### config.mk
export PLATFORM = sky130hd
export DESIGN_NAME = nco_sweep_ctrl
export DESIGN_NICKNAME = d
export VERILOG_FILES = /design/src/rtl/nco_ctrl_pkg.sv /design/src/rtl/nco_sweep_ctrl_dwell_timer.sv /design/src/rtl/nco_sweep_ctrl.sv
export SDC_FILE = /design/constraint.sdc
export NUM_CORES = 1
export LEC_CHECK = 0
export CORE_MARGIN = 3
export CORE_UTILIZATION = 35
export CTS_CLUSTER_DIAMETER = 150
export DETAILED_ROUTE_END_ITERATION = 16
export PLACE_DENSITY = 0.65
export SETUP_SLACK_MARGIN = 0.1
export SYNTH_ARGS = -nofsm -noshare
export SYNTH_HDL_FRONTEND = slang
export SYNTH_HIERARCHICAL = 1
export SYNTH_SLANG_ARGS = --single-unit
### constraint.sdc
create_clock -name sys_clk -period 4.2 [get_ports sys_clk]
set_clock_uncertainty 0.05 [all_clocks]
set_input_delay 0.84 -clock sys_clk [delete_from_list [all_inputs] [get_ports sys_clk]]
set_output_delay 0.84 -clock sys_clk [all_outputs]
set_load 0.05 [all_outputs]
### src/rtl/nco_ctrl_pkg.sv
// Shared widths and sweep state type for the NCO sweep controller.
package nco_ctrl_pkg;

    localparam int unsigned NCO_FW = 32;
    localparam int unsigned NCO_DW = 16;

    typedef enum logic [1:0] {
        SWEEP_IDLE = 2'd0,
        SWEEP_UP   = 2'd1,
        SWEEP_DOWN = 2'd2
    } sweep_state_t;

endpackage

### src/rtl/nco_sweep_ctrl_dwell_timer.sv
// Dwell counter for the sweep controller: load, count down while enabled, flag count==1.
module dwell_timer #(
    parameter int unsigned DW = 16
) (
    input  logic          sys_clk,
    input  logic          sys_rst_n,
    input  logic          load_i,
    input  logic [DW-1:0] load_val_i,
    input  logic          en_i,
    output logic          last_o
);

    logic [DW-1:0] count_q, count_d;

    always_comb begin
        count_d = count_q;
        if (load_i) begin
            count_d = load_val_i;
        end else if (en_i && (count_q != '0)) begin
            count_d = count_q - DW'(1);
        end
    end

    always_ff @(posedge sys_clk or negedge sys_rst_n) begin
        if (!sys_rst_n) begin
            count_q <= '0;
        end else begin
            count_q <= count_d;
        end
    end

    assign last_o = (count_q == DW'(1));

endmodule

### src/rtl/nco_sweep_ctrl.sv
// Linear frequency-sweep sequencer driving the NCO frequency step.
// Define NCO_SWEEP_BIDIR_EN for a continuous up/down triangle sweep.
module nco_sweep_ctrl
    import nco_ctrl_pkg::*;
#(
    parameter int unsigned FW = NCO_FW,
    parameter int unsigned DW = NCO_DW
) (
    input  logic          sys_clk,
    input  logic          sys_rst_n,
    input  logic          start_i,
    input  logic          abort_i,
    input  logic [FW-1:0] f_start_i,
    input  logic [FW-1:0] f_stop_i,
    input  logic [FW-1:0] f_inc_i,
    input  logic [DW-1:0] dwell_i,
    output logic [FW-1:0] freq_step_o,
    output logic          busy_o,
    output logic          done_o
);

    localparam logic [1:0] ST_IDLE = 2'(SWEEP_IDLE);
    localparam logic [1:0] ST_UP   = 2'(SWEEP_UP);
`ifdef NCO_SWEEP_BIDIR_EN
    localparam logic [1:0] ST_DOWN = 2'(SWEEP_DOWN);
`endif

    logic [1:0]    state_q, state_d;
    logic [FW-1:0] freq_q, freq_d;
    logic [FW-1:0] fstart_q, fstart_d;
    logic [FW-1:0] fstop_q, fstop_d;
    logic [FW-1:0] finc_q, finc_d;
    logic [DW-1:0] dwell_q, dwell_d;
    logic          done_q, done_d;

    logic          tmr_load;
    logic [DW-1:0] tmr_val;
    logic          tmr_last;
    logic          busy;
    logic          degen;
    logic [FW:0]   sum;
    logic [FW-1:0] add_val;
`ifdef NCO_SWEEP_BIDIR_EN
    logic [FW:0]   diff;
    logic [FW-1:0] sub_val;
`endif

    assign busy  = (state_q != ST_IDLE);
    assign degen = (finc_q == '0) || (fstart_q >= fstop_q);

    // Extra carry bit so an increment past 2^FW clamps instead of wrapping.
    assign sum     = {1'b0, freq_q} + {1'b0, finc_q};
    assign add_val = (sum >= {1'b0, fstop_q}) ? fstop_q : sum[FW-1:0];
`ifdef NCO_SWEEP_BIDIR_EN
    assign diff    = {1'b0, freq_q} - {1'b0, finc_q};
    assign sub_val = (diff[FW] || (diff[FW-1:0] <= fstart_q)) ? fstart_q : diff[FW-1:0];
`endif

    always_comb begin
        state_d  = state_q;
        freq_d   = freq_q;
        fstart_d = fstart_q;
        fstop_d  = fstop_q;
        finc_d   = finc_q;
        dwell_d  = dwell_q;
        done_d   = 1'b0;
        tmr_load = 1'b0;
        tmr_val  = dwell_q;

        if (state_q == ST_IDLE) begin
            if (start_i && !abort_i) begin
                fstart_d = f_start_i;
                fstop_d  = f_stop_i;
                finc_d   = f_inc_i;
                dwell_d  = (dwell_i == '0) ? DW'(1) : dwell_i;
                freq_d   = f_start_i;
                tmr_load = 1'b1;
                tmr_val  = dwell_d;
                state_d  = ST_UP;
            end
        end else if (abort_i) begin
            state_d  = ST_IDLE;
            freq_d   = '0;
            tmr_load = 1'b1;
            tmr_val  = '0;
        end else if (tmr_last) begin
            tmr_load = 1'b1;
            if (state_q == ST_UP) begin
                if (degen) begin
                    state_d  = ST_IDLE;
                    done_d   = 1'b1;
                    tmr_load = 1'b0;
                end else if (freq_q == fstop_q) begin
`ifdef NCO_SWEEP_BIDIR_EN
                    state_d = ST_DOWN;
                    freq_d  = sub_val;
`else
                    state_d  = ST_IDLE;
                    done_d   = 1'b1;
                    tmr_load = 1'b0;
`endif
                end else begin
                    freq_d = add_val;
                end
            end
`ifdef NCO_SWEEP_BIDIR_EN
            else if (state_q == ST_DOWN) begin
                if (freq_q == fstart_q) begin
                    state_d = ST_UP;
                    freq_d  = add_val;
                end else begin
                    freq_d = sub_val;
                end
            end
`endif
        end
    end

    always_ff @(posedge sys_clk or negedge sys_rst_n) begin
        if (!sys_rst_n) begin
            state_q  <= ST_IDLE;
            freq_q   <= '0;
            fstart_q <= '0;
            fstop_q  <= '0;
            finc_q   <= '0;
            dwell_q  <= '0;
            done_q   <= 1'b0;
        end else begin
            state_q  <= state_d;
            freq_q   <= freq_d;
            fstart_q <= fstart_d;
            fstop_q  <= fstop_d;
            finc_q   <= finc_d;
            dwell_q  <= dwell_d;
            done_q   <= done_d;
        end
    end

    dwell_timer #(
        .DW(DW)
    ) u_dwell_timer (
        .sys_clk    (sys_clk),
        .sys_rst_n  (sys_rst_n),
        .load_i     (tmr_load),
        .load_val_i (tmr_val),
        .en_i       (busy),
        .last_o     (tmr_last)
    );

    assign freq_step_o = freq_q;
    assign busy_o      = busy;
    assign done_o      = done_q;

endmodule

==> implementation parameters <==
Parameter                              Value

Setup path
  Register-to-Register Path Depth    25
  Critical path startpoint category    flop
  Launching instance or port of the critical path    finc_q[0]
  Worst setup path end    freq_step_o[5]
  Classification of the worst setup path    reg2reg
  Max FO, Critical Path    5
  Launch point of the worst reg-to-reg path    finc_q[0]
  Critical register-to-register path endpoint    freq_step_o[5]
  Register-to-register path setup slack    -0.39 ns
  Required arrival time at the worst endpoint    4.46 ns
  Endpoint type of the worst setup path    flop
  Crit path arrival time    4.85 ns

Route
  WL/cell    18.5 µm
  Wire length on met2    16000 µm
  Antenna-violating nets left    0
  Highest routed metal layer    met4
  Starting DRT DRC Count    756
  Number of optimization iterations in the first detailed-route pass    5
  Detail Route met3 WL    1850 µm
  Total DRC errors in the routed layout    0
  Routed WL    34700 µm
  Number of vias in the routed layout    10000
  DRT met1 WL    15800 µm
  Mean number of vias per cell    5.35

Global route
  Remaining Overflow, GRT    0
  Pin count of the biggest net entering global routing    158
  All-layer global routing usage    21.9%
  Number of global-route vias before repair    9804
  Antenna violations before repair    0
  Wire length of the first global-routing pass    53900 µm

Power
  Max IR drop VDD    340 µV
  Static Leak    0.00686 µW
  Power Dens Cells    545 nW/µm²
  Power, Total    7790 µW

Logic synthesis
  Synthesized netlist cell count    1214
  Post-synth ARST share    100%
  Syn nets    1429
  Count of synthesis-stage warnings from yosys    6
  Register area share after synthesis    38.7%
  Number of synthesized flops with an enable pin    0
  Post-Syn Area    10500 µm²
  Number of synthesized register bits    162
  Most common flop cell mapped by yosys    dfrtp_1
  Number of unique standard cell types used by synthesis    70
  Syn Area/Cell    8.63 µm²

Timing
  Final Hold Viols    0
  Minimum clock period after layout    4.59 ns
  Worst Max-Slew Pin Slew    0.978 ns
  Fin Setup TNS    -10.79 ns
  Setup WS post-layout    -0.385 ns
  Headroom to the max-slew limit    34.8%
  Final-report max-slew violation count    0
  Worst hold slack    0.421 ns
  RSZ-0062 raised after global routing    true
  Final setup fails    32
  Fmax    0.218 GHz
  Final worst-path cycle share    109%

CTS
  Number of clock sinks    162
  Post-cts hold buffer count    0
  Clock transition at path regs    0.07 ns
  Clock latency at the later pin of the worst-skew pair    0.45 ns
  Clock Tree Buf Depth    2
  Clock tree root driver cell    clkbuf_16
  Inserted Clock Buffers    17
  CTS tree    built
  CTS H-Tree Depth    4

Floorplan
  Die area    32100 µm²
  Die Ht    179 µm
  Width of the die    179 µm
  Number of top-level pins    150
  Initial core utilization    36.0%
  CORE AREA    29100 µm²
  Number of rows in the core area    62

Cells and area
  Total number of nets in the final design    1694
  Fin cells    1875
  Leading cell type in the layout, fill and taps excluded    nand2_1
  Synthesis-to-finish area growth    36.3%
  Number of fill cells in the layout    2763
  Most frequent cells in the layout    nand2_1 (351), dfrtp_1 (152), clkdlybuf4s50_1 (148), buf_4 (131), ha_1 (92)
  Count of inserted antenna diode cells    0
  Layout cell share with drive strength beyond 1    15.4%
  Final instance area    14300 µm²

Status
  Outcome    finished, violations left
  Violations in the final reports    negative setup slack

Flow run
  Max-cap check violation count    0

Placement
  Placed Instances    1829
  Routability congestion estimate    0.949
  Dpl hpwl    26000 µm
  PortBufs    149
  Post-place instance area    13400 µm²

Min path
  Hold Path Class    in2async
[what timing repair did]
item,in CTS,in global routing
setup endpoints to repair,32,32
resized for setup,10,11
buffers inserted,8,5
pin swaps,2,30
gates cloned,3,0
[worst min path at each step]
stage,endpoint,startpoint,slack [ns],cells after the start
floorplan,dwell_q[14],dwell_q[14],0.40,2
global placement,dwell_q[3],dwell_q[3],0.41,2
detailed placement,dwell_q[6],dwell_q[6],0.41,2
CTS,dwell_q[6],dwell_q[6],0.43,2
global route,dwell_q[8],dwell_q[8],0.45,2
finish,dwell_q[4],sys_rst_n,0.42,1
[power by group]
| group | internal (µW) | switching [µW] | total, µW |
|---|---|---|---|
| logic | 1880 | 2110 | 3980 |
| registers | 1870 | 305 | 2180 |
| clock network | 896 | 734 | 1630 |
| total | 4650 | 3140 | 7790 |
[stage by stage]
stage | setup slack, ns | util (%)
floorplan | -0.176 | -
global route | -0.585 | 49.1
finish | -0.385 | 49.1
CTS | -0.329 | 48.8
detailed placement | -0.483 | 46.1
global placement | -0.299 | 46.1
[sequential cells by signal (all words and copies together), names as in the netlist]
register               cells
u_dwell_timer/count_q     16
dwell_q                   16
fstop_q                   32
done_o                     1
freq_step_o               32
finc_q                    32
fstart_q                  32
state_q                    1
[metal layers]
layer	track usage, %	vias to the layer above
li1	-	4839
met1	29.9	4812
met2	35.3	315
met3	3.68	60
met4	7.14	0
met5	0	-
[synth_stat cells, types with 7 or more instances]
cell / instances / area (µm²)
a21oi_1: 52 / 260
o211ai_1: 25 / 188
xor2_1: 44 / 385
o21ai_0: 70 / 350
nand3_1: 16 / 80.1
a21o_1: 20 / 150
nand2_1: 351 / 1320
ha_1: 98 / 1230
clkbuf_1: 37 / 139
mux2i_1: 19 / 190
a31oi_1: 15 / 93.8
nand4_1: 23 / 144
a221o_1: 14 / 140
nor4_1: 25 / 156
a22o_1: 13 / 114
xnor2_1: 18 / 158
inv_1: 52 / 195
dfrtp_1: 162 / 4050
nor3_1: 15 / 75.1
nor2_1: 36 / 135
nand2b_1: 7 / 43.8
[cell families (layout without fill, tap and decap cells)]
group,count (synthesis),after routing,share of synthesized area (%)
DFF,162,162,38.7
adders and majority gates,99,99,11.9
buffers and inverters,97,374,3.77
xor gates and xnor gates,62,62,5.18
muxes,19,19,1.81
AOI/OAI and AO/OA,263,263,17.1
and+or+nand+nor,512,512,21.5
[worst max-delay path, stage by stage, from the launching register on]
cell,delay [ns]
dfrtp_1,0.38
ha_4,0.15
inv_2,0.04
fa_2,0.38
nand2b_4,0.15
a21o_1,0.18
a211oi_2,0.25
a2111oi_4,0.05
buf_4,0.17
o31ai_4,0.20
a21o_1,0.25
a31oi_4,0.12
xnor2_2,0.16
ha_1,0.32
nand4_1,0.13
buf_4,0.18
nor2_2,0.15
nand4_1,0.14
nand4_1,0.15
a21oi_2,0.06
o311ai_4,0.09
buf_6,0.18
buf_12,0.13
buf_16,0.12
mux2i_1,0.18
o211ai_1,0.11
[final cells by class]
cell class / instances / area (µm²) / area share [%]
clock buffers: 17 / 425 / 2.98
clock inverters: 14 / 169 / 1.18
inverters: 52 / 195 / 1.37
multi-input cells: 955 / 6240 / 43.7
flip-flops and latches: 162 / 4070 / 28.5
well taps: 384 / 480 / 3.36
repair buffers: 291 / 2700 / 18.9
Power figures use the tool's default switching activity.
